==> src/rtl/cache_ctrl.sv <==
// Direct-mapped, write-back cache controller driving a cacheBlock tag/data RAM.
// Optional hit/miss counters are enabled with `define CACHE_PERF_CNT_EN.
module cache_ctrl (
  input  logic         clk,
  input  logic         rst_n,
  input  logic         Cpu_Req,
  input  logic         Cpu_Wr,
  input  logic [31:0]  Cpu_Addr,
  input  logic [3:0]   Cpu_Byte_En,
  input  logic [31:0]  Cpu_Wdata,
  output logic [31:0]  Cpu_Rdata,
  output logic         Cpu_Ready,
  output logic         Init_Done,
  output logic         Mem_Req,
  output logic         Mem_Wr,
  output logic [31:0]  Mem_Addr,
  output logic [127:0] Mem_Wdata,
  input  logic [127:0] Mem_Rdata,
  input  logic         Mem_Ack,
  output logic [3:0]   En_Word,
  output logic [3:0]   En_Byte,
  output logic [9:0]   Index,
  output logic         Wr,
  output logic         ValidNew,
  output logic         DirtyNew,
  output logic [127:0] Data_In,
  output logic [17:0]  Tag_In,
  input  logic         Dirty_Out,
  input  logic         Valid_Out,
  input  logic [17:0]  Tag_Out,
  input  logic [127:0] Data_Out
`ifdef CACHE_PERF_CNT_EN
  ,
  output logic [31:0]  Hit_Cnt,
  output logic [31:0]  Miss_Cnt
`endif
);

  typedef enum logic [2:0] {
    StInit, StIdle, StLookup, StWriteback, StRefill, StUpdate, StReread
  } state_e;

  state_e       state_q, state_d;
  logic         init_go_q, init_go_d;
  logic [9:0]   cnt_q, cnt_d;
  logic         init_done_q, init_done_d;
  logic [31:0]  addr_q, addr_d;
  logic [3:0]   be_q, be_d;
  logic [31:0]  wdata_q, wdata_d;
  logic         wr_q, wr_d;
  logic [127:0] victim_q, victim_d;
  logic [17:0]  vtag_q, vtag_d;
  logic [127:0] line_q, line_d;

  logic [17:0]  tag;
  logic [9:0]   idx;
  logic         hit;

  assign tag = addr_q[31:14];
  assign idx = addr_q[13:4];
  assign hit = Valid_Out && (Tag_Out == tag);
  assign Init_Done = init_done_q;

  // Byte-enable patterns that are not an aligned byte, half or word fall back to the full word.
  function automatic logic [3:0] be_norm(input logic [3:0] be);
    case (be)
      4'b1111, 4'b0011, 4'b1100, 4'b0001, 4'b0010, 4'b0100, 4'b1000: return be;
      default: return 4'b1111;
    endcase
  endfunction

  always_comb begin
    state_d     = state_q;
    init_go_d   = init_go_q;
    cnt_d       = cnt_q;
    init_done_d = init_done_q;
    addr_d      = addr_q;
    be_d        = be_q;
    wdata_d     = wdata_q;
    wr_d        = wr_q;
    victim_d    = victim_q;
    vtag_d      = vtag_q;
    line_d      = line_q;
    unique case (state_q)
      StInit: begin
        init_go_d = 1'b1;
        if (init_go_q) begin
          cnt_d = cnt_q + 10'd1;
          if (cnt_q == 10'd1023) begin
            init_done_d = 1'b1;
            state_d     = StIdle;
          end
        end
      end
      StIdle: begin
        if (Cpu_Req) begin
          addr_d  = Cpu_Addr;
          be_d    = Cpu_Byte_En;
          wdata_d = Cpu_Wdata;
          wr_d    = Cpu_Wr;
          state_d = StLookup;
        end
      end
      StLookup: begin
        if (hit) begin
          state_d = StIdle;
        end else if (Valid_Out && Dirty_Out) begin
          victim_d = Data_Out;
          vtag_d   = Tag_Out;
          state_d  = StWriteback;
        end else begin
          state_d = StRefill;
        end
      end
      StWriteback: if (Mem_Ack) state_d = StRefill;
      StRefill: begin
        if (Mem_Ack) begin
          line_d  = Mem_Rdata;
          state_d = StUpdate;
        end
      end
      StUpdate: state_d = StReread;
      StReread: state_d = StLookup;
      default:  state_d = StInit;
    endcase
  end

  always_comb begin
    Cpu_Rdata = '0;
    Cpu_Ready = 1'b0;
    Mem_Req   = 1'b0;
    Mem_Wr    = 1'b0;
    Mem_Addr  = '0;
    Mem_Wdata = '0;
    En_Word   = '0;
    En_Byte   = '0;
    Index     = idx;
    Wr        = 1'b0;
    ValidNew  = 1'b0;
    DirtyNew  = 1'b0;
    Data_In   = '0;
    Tag_In    = '0;
    unique case (state_q)
      StInit: begin
        Index = cnt_q;
        if (init_go_q) begin
          Wr      = 1'b1;
          En_Word = 4'b1111;
          En_Byte = 4'b1111;
        end
      end
      // The RAM read is synchronous, so the index must be presented while the request is sampled.
      StIdle: Index = Cpu_Addr[13:4];
      StLookup: begin
        if (hit) begin
          Cpu_Ready = 1'b1;
          if (wr_q) begin
            Wr       = 1'b1;
            En_Word  = 4'b0001 << addr_q[3:2];
            En_Byte  = be_norm(be_q);
            Data_In  = {4{wdata_q}};
            Tag_In   = tag;
            ValidNew = 1'b1;
            DirtyNew = 1'b1;
          end else begin
            Cpu_Rdata = Data_Out[{addr_q[3:2], 5'b0} +: 32];
          end
        end
      end
      StWriteback: begin
        Mem_Req   = 1'b1;
        Mem_Wr    = 1'b1;
        Mem_Addr  = {vtag_q, idx, 4'b0000};
        Mem_Wdata = victim_q;
      end
      StRefill: begin
        Mem_Req  = 1'b1;
        Mem_Addr = {tag, idx, 4'b0000};
      end
      StUpdate: begin
        Wr       = 1'b1;
        En_Word  = 4'b1111;
        En_Byte  = 4'b1111;
        Data_In  = line_q;
        Tag_In   = tag;
        ValidNew = 1'b1;
      end
      StReread: Index = idx;
      default: Index = idx;
    endcase
  end

  always_ff @(posedge clk or negedge rst_n) begin
    if (!rst_n) begin
      state_q     <= StInit;
      init_go_q   <= 1'b0;
      cnt_q       <= '0;
      init_done_q <= 1'b0;
      addr_q      <= '0;
      be_q        <= '0;
      wdata_q     <= '0;
      wr_q        <= 1'b0;
      victim_q    <= '0;
      vtag_q      <= '0;
      line_q      <= '0;
    end else begin
      state_q     <= state_d;
      init_go_q   <= init_go_d;
      cnt_q       <= cnt_d;
      init_done_q <= init_done_d;
      addr_q      <= addr_d;
      be_q        <= be_d;
      wdata_q     <= wdata_d;
      wr_q        <= wr_d;
      victim_q    <= victim_d;
      vtag_q      <= vtag_d;
      line_q      <= line_d;
    end
  end

`ifdef CACHE_PERF_CNT_EN
  logic        reread_q, reread_d;
  logic [31:0] hit_cnt_q, hit_cnt_d, miss_cnt_q, miss_cnt_d;

  // The LOOKUP that follows a refill re-resolves an already counted request.
  always_comb begin
    reread_d   = reread_q;
    hit_cnt_d  = hit_cnt_q;
    miss_cnt_d = miss_cnt_q;
    if (state_q == StReread) reread_d = 1'b1;
    if (state_q == StIdle) reread_d = 1'b0;
    if (state_q == StLookup && !reread_q) begin
      if (hit) hit_cnt_d = hit_cnt_q + 32'd1;
      else     miss_cnt_d = miss_cnt_q + 32'd1;
    end
  end

  always_ff @(posedge clk or negedge rst_n) begin
    if (!rst_n) begin
      reread_q   <= 1'b0;
      hit_cnt_q  <= '0;
      miss_cnt_q <= '0;
    end else begin
      reread_q   <= reread_d;
      hit_cnt_q  <= hit_cnt_d;
      miss_cnt_q <= miss_cnt_d;
    end
  end

  assign Hit_Cnt  = hit_cnt_q;
  assign Miss_Cnt = miss_cnt_q;
`endif

endmodule

==> config.mk <==
export PLATFORM = sky130hd
export DESIGN_NAME = cache_ctrl
export DESIGN_NICKNAME = d
export VERILOG_FILES = /design/src/rtl/cache_ctrl.sv
export SDC_FILE = /design/constraint.sdc
export NUM_CORES = 1
export LEC_CHECK = 0
export CAP_MARGIN = 5
export CORE_AREA = 5 5 274 276
export DETAILED_ROUTE_END_ITERATION = 12
export DIE_AREA = 0 0 279 281
export SETUP_SLACK_MARGIN = 0.3
export SLEW_MARGIN = 25
export SYNTH_ARGS = -nofsm -noshare
export SYNTH_HDL_FRONTEND = slang
export SYNTH_SLANG_ARGS = --single-unit
==> constraint.sdc <==
create_clock -name clk -period 1.98 [get_ports clk]
set_input_delay 0.198 -clock clk [delete_from_list [all_inputs] [get_ports clk]]
set_output_delay 0.198 -clock clk [all_outputs]
set_load 0.05 [all_outputs]
==> flow_metrics.py, run 1 <==
metrics = {
    "status": {
        "status": "finished, violations left",
        "violations_in_the_final_reports": "setup timing",
    },
    "timing": {
        "timing.final.ws_setup_ns": -0.957,
        "timing.final.max_slew_violations": 0,
        "rsz_0062_raised_after_global_routing": "true",
        "worstMarginPinSlew_ns": 0.700,
        "max_freq_mhz": 340,
        "setup_viol_count_final": 505,
        "fin_crit_ns": 2.94,
        "period_share_pct": 148,
        "hold_viol_final": 0,
        "max-slew-margin-rel_pct": 53.2,
        "timing.clock.skew_ns": 0.0222,
    },
    "floorplanning": {
        "num_rows": 99,
        "pin_count": 712,
        "die-area_um2": 78400,
        "core_region_area_um2": 72300,
        "initial_core_util_pct": 25.1,
        "die_width_um": 279,
        "die_boundary_height_um": 281,
    },
    "synth": {
        "synthesis.area_um2": 18200,
        "synth_area_per_cell_um2": 13.7,
        "warnings_from_yosys": 0,
        "number_of_synthesized_flops_with_an_enable_pin": 0,
        "synth_seq_cells": 356,
        "asyncSetResetFlopFracSynth_pct": 100,
        "synthesis.instances": 1327,
        "synth_top_flop_cell": "sky130_fd_sc_hd__dfrtp_1",
        "yosys.cell_types.count": 46,
        "synth_seq_area_share_pct": 49.0,
    },
    "cells_and_area": {
        "final_common_cell": "sky130_fd_sc_hd__buf_12",
        "design.final.nets": 2482,
        "finalNonFillerCells": 3146,
        "fillerInstances": 6314,
        "multi_input_comb_area_um2": 10500,
        "most-common-layout-cells": "sky130_fd_sc_hd__buf_12, sky130_fd_sc_hd__dfrtp_1, sky130_fd_sc_hd__clkdlybuf4s50_1",
        "drive_above_1_share_pct": 56.6,
        "regArea_um2": 8910,
        "final_core_utilization_pct": 47.3,
        "layout-area-overhead-vs-synth_pct": 88.3,
    },
    "power": {
        "vdd_drop_max_mv": 0.956,
        "power_density_nw_per_um2": 1410,
        "power_mw": 48.3,
        "static-leakage-power_nw": 15.0,
    },
    "routing": {
        "drt_first_iter_violations": 632,
        "first_pass_detailed_route_iteration_total": 4,
        "vias_per_cell": 4.60,
        "routed-via-count": 14469,
        "routed_wl_um": 79200,
        "wl_per_cell_um": 25.2,
        "route.detailed.drc": 0,
        "remaining_number_of_nets_flagged_by_the_antenna_check_after_routing": 0,
    },
    "setup_path": {
        "worst_path_dominant_cell_family": "simple AND/OR/NAND/NOR gates",
        "ff2ff_setup_slack_ns": -0.55,
        "cp.buffers_inverters": 3,
        "timing.rr.end": "victim_q[58]",
        "critPathRequiredTime_ns": 1.78,
        "crit_path_max_fanout": 18,
        "depth_of_the_worst_register_to_register_path": 11,
        "setup.worst_path.class": "reg -> out",
        "cp_slowest_cell": "sky130_fd_sc_hd__or4_4",
        "arrival_ns": 2.74,
        "timing.critical_path.mode_cell": "sky130_fd_sc_hd__buf_12",
        "r2r_start": "addr_q[30]",
        "cp_launch_type": "flip-flop",
        "sort_of_element_at_the_end_of_the_critical_path": "output port",
        "critical-path-max-stage-delay_ns": 0.50,
        "ordered_cell_list_for_the_critical_path": "xor2_1 -> nor4_2 -> buf_4 -> nand4_1 -> or4_4 -> buf_12 -> nor2b_4 -> buf_12",
    },
    "clocking": {
        "cts-htree-levels": 2,
        "tritoncts.num_buffers": 45,
        "clk_latency_ns": 0.57,
        "cts.sink_count": 356,
        "reg_clk_slew_reported_paths_ns": 0.06,
        "cts.root.buffer_cell": "sky130_fd_sc_hd__clkbuf_16",
        "clk_path_buf_depth": 3,
        "cts_tree": "yes",
    },
    "place": {
        "portBuffers": 705,
        "dp_slack_ns": -0.793,
        "gp_congestion": 0.890,
        "post-place-cells": 3036,
        "dp.final_hpwl_um": 63300,
    },
    "global_route": {
        "track_usage_pct": 19.3,
        "grt.overflow.total": 0,
        "grt_pass1_vias": 16029,
        "first_pass_grt_wire_length_um": 113000,
        "antenna_found_initial": 24,
        "grt_start_max_net_pins": 57,
    },
    "flow_run": {
        "number_of_max_cap_violations": 0,
    },
    "min_path": {
        "min-delay-path-class": "in -> async",
    },
}
==> kinds of logic after synthesis <==
kind of cell | count (synthesis) | share of synthesized area [%]
flip-flops | 356 | 49.0
other | 1 | 0.0206
AO/OA/AOI/OAI | 180 | 8.28
buffers and inverters | 115 | 4.23
adder cells (fa/ha/maj) | 1 | 0.0688
multiplexers | 382 | 28.2
XOR/XNOR | 32 | 1.54
AND/OR/NAND/NOR | 260 | 8.64
==> state kept, by name, summed over array words and instances, names as in the netlist <==
register	cells
line_q	128
be_q	4
Init_Done	1
wr_q	1
victim_q	128
wdata_q	32
state_q	3
addr_q	30
init_go_q	1
cnt_q	10
vtag_q	18
==> stage by stage <==
stage / area, µm² / hold slack (ns) / TNS, ns
6_report: 34200 / 0.187 / -290.03
5_1_grt: 34200 / 0.206 / -350.67
4_1_cts: 34100 / 0.164 / -301.28
3_5_place_dp: 32500 / 0.186 / -238.33
3_3_place_gp: 32500 / 0.181 / -238.56
2_1_floorplan: 20300 / -0.0976 / -19.13
==> synth_stat cells, drive strengths merged, types with 15 or more instances <==
master	n	area [µm²]
dfrtp	356	8910
mux2	340	4310
a22o	146	1280
and2	132	826
buf	67	588
nor2b	61	382
clkbuf	40	150
mux4	32	721
nand2	24	90.1
xor2	21	184
o21ai	18	90.1
nor2	15	56.3
==> area by class of cell <==
| class | instances | share of cell area, % |
|---|---|---|
| multi-input combinational | 859 | 30.5 |
| tap | 959 | 3.51 |
| sequential | 356 | 26.0 |
| timing repair buffer | 862 | 35.5 |
| antenna | 19 | 0.139 |
| clock buffer | 67 | 3.79 |
| inverter | 8 | 0.0987 |
| clock inverter | 16 | 0.431 |
==> repair_timing <==
item,CTS,global route
setup endpoints to repair,706,713
resized for setup,26,14
hold buffers,1,0
setup buffers,4,3
endpoints found under the hold margin,121,0
pin swaps,6,1
==> report_power, final <==
group	internal [mW]	leakage, nW	total (mW)	switching [mW]
clock	4.81	0.716	8.15	3.34
combinational	13.9	10.0	25.9	12.0
sequential	10.9	4.31	14.2	3.36
==> worst max path at each step <==
stage	startpoint	endpoint	slack, ns	cells past startpoint
after floorplan	addr_q[25]	Cpu_Rdata[10]	-0.27	6
after global placement	Tag_Out[13]	Cpu_Rdata[31]	-0.78	8
after detailed placement	Tag_Out[13]	Cpu_Rdata[31]	-0.79	8
after CTS	addr_q[30]	Data_In[13]	-1.00	10
after global routing	addr_q[30]	Data_In[13]	-1.08	10
final	addr_q[21]	Cpu_Rdata[30]	-0.96	8
==> layer usage <==
layer	vias up	wire, µm	GRT usage [%]
met5	-	34	0
met4	6	2690	7.78
met3	116	5380	5.38
met2	488	41200	34.2
met1	7424	29900	22.0
li1	6435	-	-
No activity file was read; power rests on OpenSTA's default activity.
==> run 2, diff against run 1 <==
==> constraint.sdc (replaced) <==
create_clock -name clk -period 1.98 [get_ports clk]
set_input_delay 0.198 -clock clk [delete_from_list [all_inputs] [get_ports clk]]
set_output_delay 0.198 -clock clk [all_outputs]
set_load 0.02 [all_outputs]
==> run 2 against run 1 <==
The flow still finishes with violations (setup timing). Flip-flop and latch count did not move. Clock skew fell by 0.0087 ns. Utilization fell by 1.9 points. Worst hold slack improved by 0.028 ns.
==> flow_metrics.py, run 2 (synthesis results as in run 1) <==
metrics = {
    "status": {
        "status": "finished, violations left",
        "violations_in_the_final_reports": "setup timing",
    },
    "timing": {
        "timing.final.ws_setup_ns": -1.19,
        "hold_viol_final": 0,
        "period_share_pct": 160,
        "setup_viol_count_final": 573,
        "timing.final.max_slew_violations": 0,
        "worstMarginPinSlew_ns": 0.673,
        "fin_crit_ns": 3.17,
        "max-slew-margin-rel_pct": 55.2,
        "timing.clock.skew_ns": 0.0135,
        "max_freq_mhz": 315,
        "rsz_0062_raised_after_global_routing": "true",
        "fin_worst_hold_slack_ns": 0.215,
    },
    "cells_and_area": {
        "layout-area-overhead-vs-synth_pct": 80.9,
        "most-common-layout-cells": "sky130_fd_sc_hd__clkdlybuf4s50_1, sky130_fd_sc_hd__dfrtp_1, sky130_fd_sc_hd__buf_4",
        "final_common_cell": "sky130_fd_sc_hd__clkdlybuf4s50_1",
        "final_area_um2": 32900,
        "design.final.nets": 2663,
        "largest_registers": "line_q: 128 flops, victim_q: 128 flops, wdata_q: 32 flops",
        "drive_above_1_share_pct": 51.5,
        "final_core_utilization_pct": 45.5,
    },
    "global_route": {
        "antenna_found_initial": 17,
        "track_usage_pct": 19.4,
        "grt_start_max_net_pins": 56,
        "grt.overflow.total": 0,
        "first_pass_grt_wire_length_um": 114000,
        "grt_pass1_vias": 16554,
    },
    "clocking": {
        "cts.sink_count": 356,
        "clk_path_buf_depth": 3,
        "cts-htree-levels": 2,
        "reg_clk_slew_reported_paths_ns": 0.06,
        "clk_latency_ns": 0.56,
        "cts.root.buffer_cell": "sky130_fd_sc_hd__clkbuf_16",
        "cts_tree": "yes",
        "tritoncts.num_buffers": 45,
    },
    "routing": {
        "wl_per_cell_um": 24.7,
        "route.detailed.drc": 0,
        "remaining_number_of_nets_flagged_by_the_antenna_check_after_routing": 0,
        "drt_first_iter_violations": 798,
        "first_pass_detailed_route_iteration_total": 4,
        "routed_wl_um": 81900,
        "vias_per_cell": 4.57,
        "routed-via-count": 15158,
    },
    "setup_path": {
        "r2r_start": "addr_q[24]",
        "critPathRequiredTime_ns": 1.78,
        "cp_launch_type": "flip-flop",
        "crit_path_max_fanout": 7,
        "arrival_ns": 2.97,
        "setup.worst_path.class": "reg -> out",
        "sort_of_element_at_the_end_of_the_critical_path": "output port",
        "timing.critical_path.from": "addr_q[24]",
    },
    "power": {
        "vdd_drop_max_mv": 1.29,
        "power_frac_seq_pct": 33.8,
        "power_density_nw_per_um2": 1300,
        "switching_power_as_a_share_of_total_power_pct": 35.2,
        "comb_power_share_pct": 46.5,
        "p_int_mw": 27.7,
        "power.switching_mw": 15.1,
        "power.share.clock_pct": 19.7,
        "static-leakage-power_nw": 15.2,
    },
    "floorplanning": {
        "die-area_um2": 78400,
        "die_boundary_height_um": 281,
        "core_region_area_um2": 72300,
        "num_rows": 99,
        "initial_core_util_pct": 25.1,
        "die_width_um": 279,
        "pin_count": 712,
    },
    "flow_run": {
        "number_of_max_cap_violations": 0,
    },
    "place": {
        "gp_congestion": 0.948,
        "dp.final_hpwl_um": 62300,
        "detailed_place.area_um2": 30200,
        "portBuffers": 705,
    },
    "min_path": {
        "min-delay-path-class": "in -> async",
    },
}
-- run 2: critical path, cell delays in order (launching register included) --
cell and delay (ns):
sky130_fd_sc_hd__dfrtp_1 0.40, sky130_fd_sc_hd__xor2_2 0.17, sky130_fd_sc_hd__nor4_4 0.33, sky130_fd_sc_hd__buf_4 0.17, sky130_fd_sc_hd__nand4_1 0.10, sky130_fd_sc_hd__or4_4 0.49
sky130_fd_sc_hd__buf_16 0.17, sky130_fd_sc_hd__buf_12 0.15, sky130_fd_sc_hd__buf_6 0.14, sky130_fd_sc_hd__nor2b_4 0.13, sky130_fd_sc_hd__buf_6 0.13
-- run 2: power groups by stage --
stage                     combinational (mW)  clock [mW]  sequential [mW]
final                                   19.9        8.42             14.5
after global placement                  19.6           0             14.4
after floorplan                         12.6           0             13.1
after global routing                    21.0        8.91             14.9
after CTS                               19.7        8.66             14.5
after detailed placement                19.8           0             14.5
-- run 2: worst paths after layout --
path	endpoint	slack [ns]	cells after the start
max reg2reg	victim_q[1]	-0.64	10
max in group asynchronous	line_q[107]	1.02	3
min	vtag_q[0]	0.22	2
min reg2reg	Init_Done	0.49	1
max	Cpu_Rdata[26]	-1.19	10
min in group clk	addr_q[2]	0.22	3
-- run 2: per-layer routing --
layer	up-vias	routed length [µm]	track usage, %
met3	140	4060	3.89
met1	7747	32700	23.4
met5	-	35	0
li1	6788	-	-
met2	477	42200	33.9
met4	6	2890	7.92
-- run 2: repair_timing --
item,4_1_cts,5_1_grt
hold endpoints to repair,39,0
gates cloned,3,11
buffers inserted,2,45
pin swaps,1,8
resized for setup,439,555
hold buffers,1,0
endpoints found under the setup margin,706,708
-- run 2: cell type report --
| class | count | area (µm²) |
|---|---|---|
| clock buffers | 68 | 1320 |
| inverters | 8 | 33.8 |
| well taps | 959 | 1200 |
| repair buffers | 1043 | 10700 |
| diodes | 13 | 32.5 |
| fillers | 6498 | 39500 |
| clock inverters | 12 | 160 |
| flip-flops and latches | 356 | 8910 |
| multi-input cells | 859 | 10500 |
-- run 2: per-stage QoR --
step / cells / TNS (ns) / worst slack [ns] / power [mW]
floorplan: 1330 / -12.37 / -0.0821 / 25.7
global placement: 3163 / -363.89 / -1.31 / 34.1
global route: 3318 / -470.71 / -1.35 / 44.8
detailed placement: 3163 / -362.31 / -1.28 / 34.4
finish: 3318 / -402.18 / -1.19 / 42.8
CTS: 3249 / -419.29 / -1.28 / 42.8
==> run 3, diff against run 2 <==
--- a/config.mk
+++ b/config.mk
@@ -9,6 +9,7 @@
 export CORE_AREA = 5 5 274 276
 export DETAILED_ROUTE_END_ITERATION = 12
 export DIE_AREA = 0 0 279 281
+export DONT_BUFFER_PORTS = 1
 export SETUP_SLACK_MARGIN = 0.3
 export SLEW_MARGIN = 25
 export SYNTH_ARGS = -nofsm -noshare
==> run 3 against run 2 <==
The run ends with hold timing, setup timing left. Clock-buffer cell count is 10 lower. Clock power grew 0.6%. Sequential power is essentially flat. Utilization down 5.1 points. Register-to-register slack gained 0.14 ns. Worst hold slack worse by 0.89 ns. Die area is the same. Wire length down 5.3%. Critical endpoint unchanged. Largest cell class is now multi-input combinational cells.
==> flow_metrics.py, run 3 (synthesis results as in run 1) <==
metrics = {
    "status": {
        "status": "finished, violations left",
        "violations_in_the_final_reports": "hold timing, setup timing",
    },
    "timing": {
        "worstMarginPinSlew_ns": 0.790,
        "timing.clock.skew_ns": 0.0274,
        "hold_viol_final": 356,
        "timing.final.max_slew_violations": 0,
        "period_share_pct": 148,
        "fin_worst_hold_slack_ns": -0.671,
        "fin_crit_ns": 2.93,
        "rsz_0062_raised_after_global_routing": "true",
        "timing.final.ws_setup_ns": -0.949,
        "max_freq_mhz": 341,
        "max-slew-margin-rel_pct": 47.3,
        "setup_viol_count_final": 561,
    },
    "clocking": {
        "total_of_hold_buffers_inserted_after_clock_tree_synthesis": 344,
        "tritoncts.num_buffers": 43,
        "cts_tree": "yes",
        "cts.root.buffer_cell": "sky130_fd_sc_hd__clkbuf_16",
        "cts.sink_count": 356,
        "cts-htree-levels": 2,
        "reg_clk_slew_reported_paths_ns": 0.06,
        "clk_path_buf_depth": 3,
        "clk_latency_ns": 0.57,
    },
    "place": {
        "dp.final_hpwl_um": 52300,
        "post-place-cells": 2339,
        "portBuffers": 0,
        "dp_slack_ns": -0.380,
        "gp_congestion": 0.968,
        "detailed_place.area_um2": 22200,
    },
    "cells_and_area": {
        "design.final.nets": 2186,
        "layout-area-overhead-vs-synth_pct": 60.5,
        "largest_registers": "line_q: 128 flops, victim_q: 128 flops, wdata_q: 32 flops",
        "final_common_cell": "sky130_fd_sc_hd__dfrtp_1",
        "finalNonFillerCells": 2831,
        "final_area_um2": 29200,
        "fillerInstances": 6454,
        "most-common-layout-cells": "sky130_fd_sc_hd__dfrtp_1, sky130_fd_sc_hd__dlygate4sd3_1, sky130_fd_sc_hd__mux2_4",
        "drive_above_1_share_pct": 53.5,
    },
    "floorplanning": {
        "pin_count": 712,
        "initial_core_util_pct": 25.1,
        "num_rows": 99,
        "die-area_um2": 78400,
        "die_width_um": 279,
        "die_boundary_height_um": 281,
        "core_region_area_um2": 72300,
    },
    "setup_path": {
        "cp_launch_type": "flip-flop",
        "setup.worst_path.class": "reg -> out",
        "crit_path_max_fanout": 13,
        "critPathRequiredTime_ns": 1.78,
        "sort_of_element_at_the_end_of_the_critical_path": "output port",
        "timing.rr.end": "victim_q[49]",
        "ff2ff_setup_slack_ns": -0.50,
        "depth_of_the_worst_register_to_register_path": 9,
        "arrival_ns": 2.73,
        "r2r_start": "addr_q[20]",
    },
    "flow_run": {
        "number_of_max_cap_violations": 0,
    },
    "power": {
        "power_density_nw_per_um2": 1440,
        "vdd_drop_max_mv": 1.03,
        "static-leakage-power_nw": 13.3,
    },
    "routing": {
        "remaining_number_of_nets_flagged_by_the_antenna_check_after_routing": 0,
        "first_pass_detailed_route_iteration_total": 5,
        "routed_wl_um": 77500,
        "routed-via-count": 14133,
        "vias_per_cell": 4.99,
        "wl_per_cell_um": 27.4,
        "route.detailed.drc": 0,
        "drt_first_iter_violations": 980,
    },
    "global_route": {
        "first_pass_grt_wire_length_um": 106000,
        "grt_pass1_vias": 15242,
        "grt.overflow.total": 0,
        "antenna_found_initial": 5,
        "grt_start_max_net_pins": 357,
        "track_usage_pct": 17.6,
    },
    "min_path": {
        "min-delay-path-class": "in -> async",
    },
}
==> run 3: cell types whose count changed in the layout (fill, tap and decap cells not counted), moves of 14 or more <==
cell | previous run | this run
sky130_fd_sc_hd__buf_4 | 297 | 90
sky130_fd_sc_hd__dlygate4sd2_1 | 14 | 0
sky130_fd_sc_hd__dlygate4sd3_1 | 1 | 344
sky130_fd_sc_hd__buf_12 | 62 | 44
sky130_fd_sc_hd__buf_6 | 143 | 30
sky130_fd_sc_hd__and2_4 | 1 | 72
sky130_fd_sc_hd__and2_2 | 1 | 15
sky130_fd_sc_hd__clkdlybuf4s50_1 | 478 | 0
sky130_fd_sc_hd__buf_8 | 8 | 28
sky130_fd_sc_hd__and2_1 | 130 | 45
==> run 3: layout make-up <==
class / count / area, µm² / area share (%)
multi-input cells: 859 / 11000 / 37.6
flip-flops and latches: 356 / 8910 / 30.5
repair buffers: 568 / 6590 / 22.6
clock buffers: 58 / 1220 / 4.19
well taps: 959 / 1200 / 4.11
clock inverters: 20 / 265 / 0.909
inverters: 8 / 33.8 / 0.116
diodes: 3 / 7.51 / 0.0257
==> run 3: worst max-delay path by stage <==
stage	start	endpoint	slack, ns	cells after the start
final	addr_q[20]	Cpu_Rdata[26]	-0.95	6
after global routing	addr_q[21]	Cpu_Rdata[26]	-1.02	6
after CTS	addr_q[21]	Cpu_Rdata[26]	-0.96	6
after detailed placement	addr_q[21]	Cpu_Rdata[0]	-0.38	7
after global placement	addr_q[14]	Cpu_Rdata[0]	-0.37	7
after floorplan	addr_q[14]	Cpu_Rdata[10]	-0.08	6
==> run 3: worst max-delay path: stages, from the launching register on <==
cell and delay (ns):
sky130_fd_sc_hd__dfrtp_1 0.39, sky130_fd_sc_hd__xor2_1 0.17, sky130_fd_sc_hd__nor4_2 0.39, sky130_fd_sc_hd__nand4_1 0.18, sky130_fd_sc_hd__or4_4 0.56, sky130_fd_sc_hd__buf_16 0.22
sky130_fd_sc_hd__nor2b_4 0.22
==> run 3: metal layers <==
layer	wire, µm	up-vias	track usage (%)
met3	5900	197	4.18
li1	-	5834	-
met4	2910	0	5.93
met5	0	-	0
met1	30100	7369	21.8
met2	38600	733	30.4
==> run 3: metrics by stage <==
stage	total power, mW	utilization, %	hold WS (ns)	TNS (ns)
CTS	40.5	38.3	-0.712	-278.83
global placement	30.1	30.7	-0.0881	-83.02
detailed placement	30.5	30.7	-0.0846	-86.33
floorplan	25.7	-	-0.0976	-12.37
finish	41.9	40.3	-0.671	-278.55
global route	43.5	40.3	-0.705	-321.63
==> run 3: where the power goes <==
part | total [mW] | switching (mW) | internal (mW)
Combinational | 18.7 | 8.07 | 10.6
Clock | 8.47 | 3.36 | 5.11
Sequential | 14.8 | 3.89 | 10.9
Total | 41.9 | 15.3 | 26.6
==> run 3: repair_timing <==
| item | CTS | global route |
|---|---|---|
| setup buffers | 15 | 19 |
| endpoints found under the hold margin | 699 | 356 |
| endpoints found under the setup margin | 695 | 701 |
| gates cloned | 5 | 28 |
| gates resized for setup | 71 | 260 |
| pin swaps | 7 | 19 |
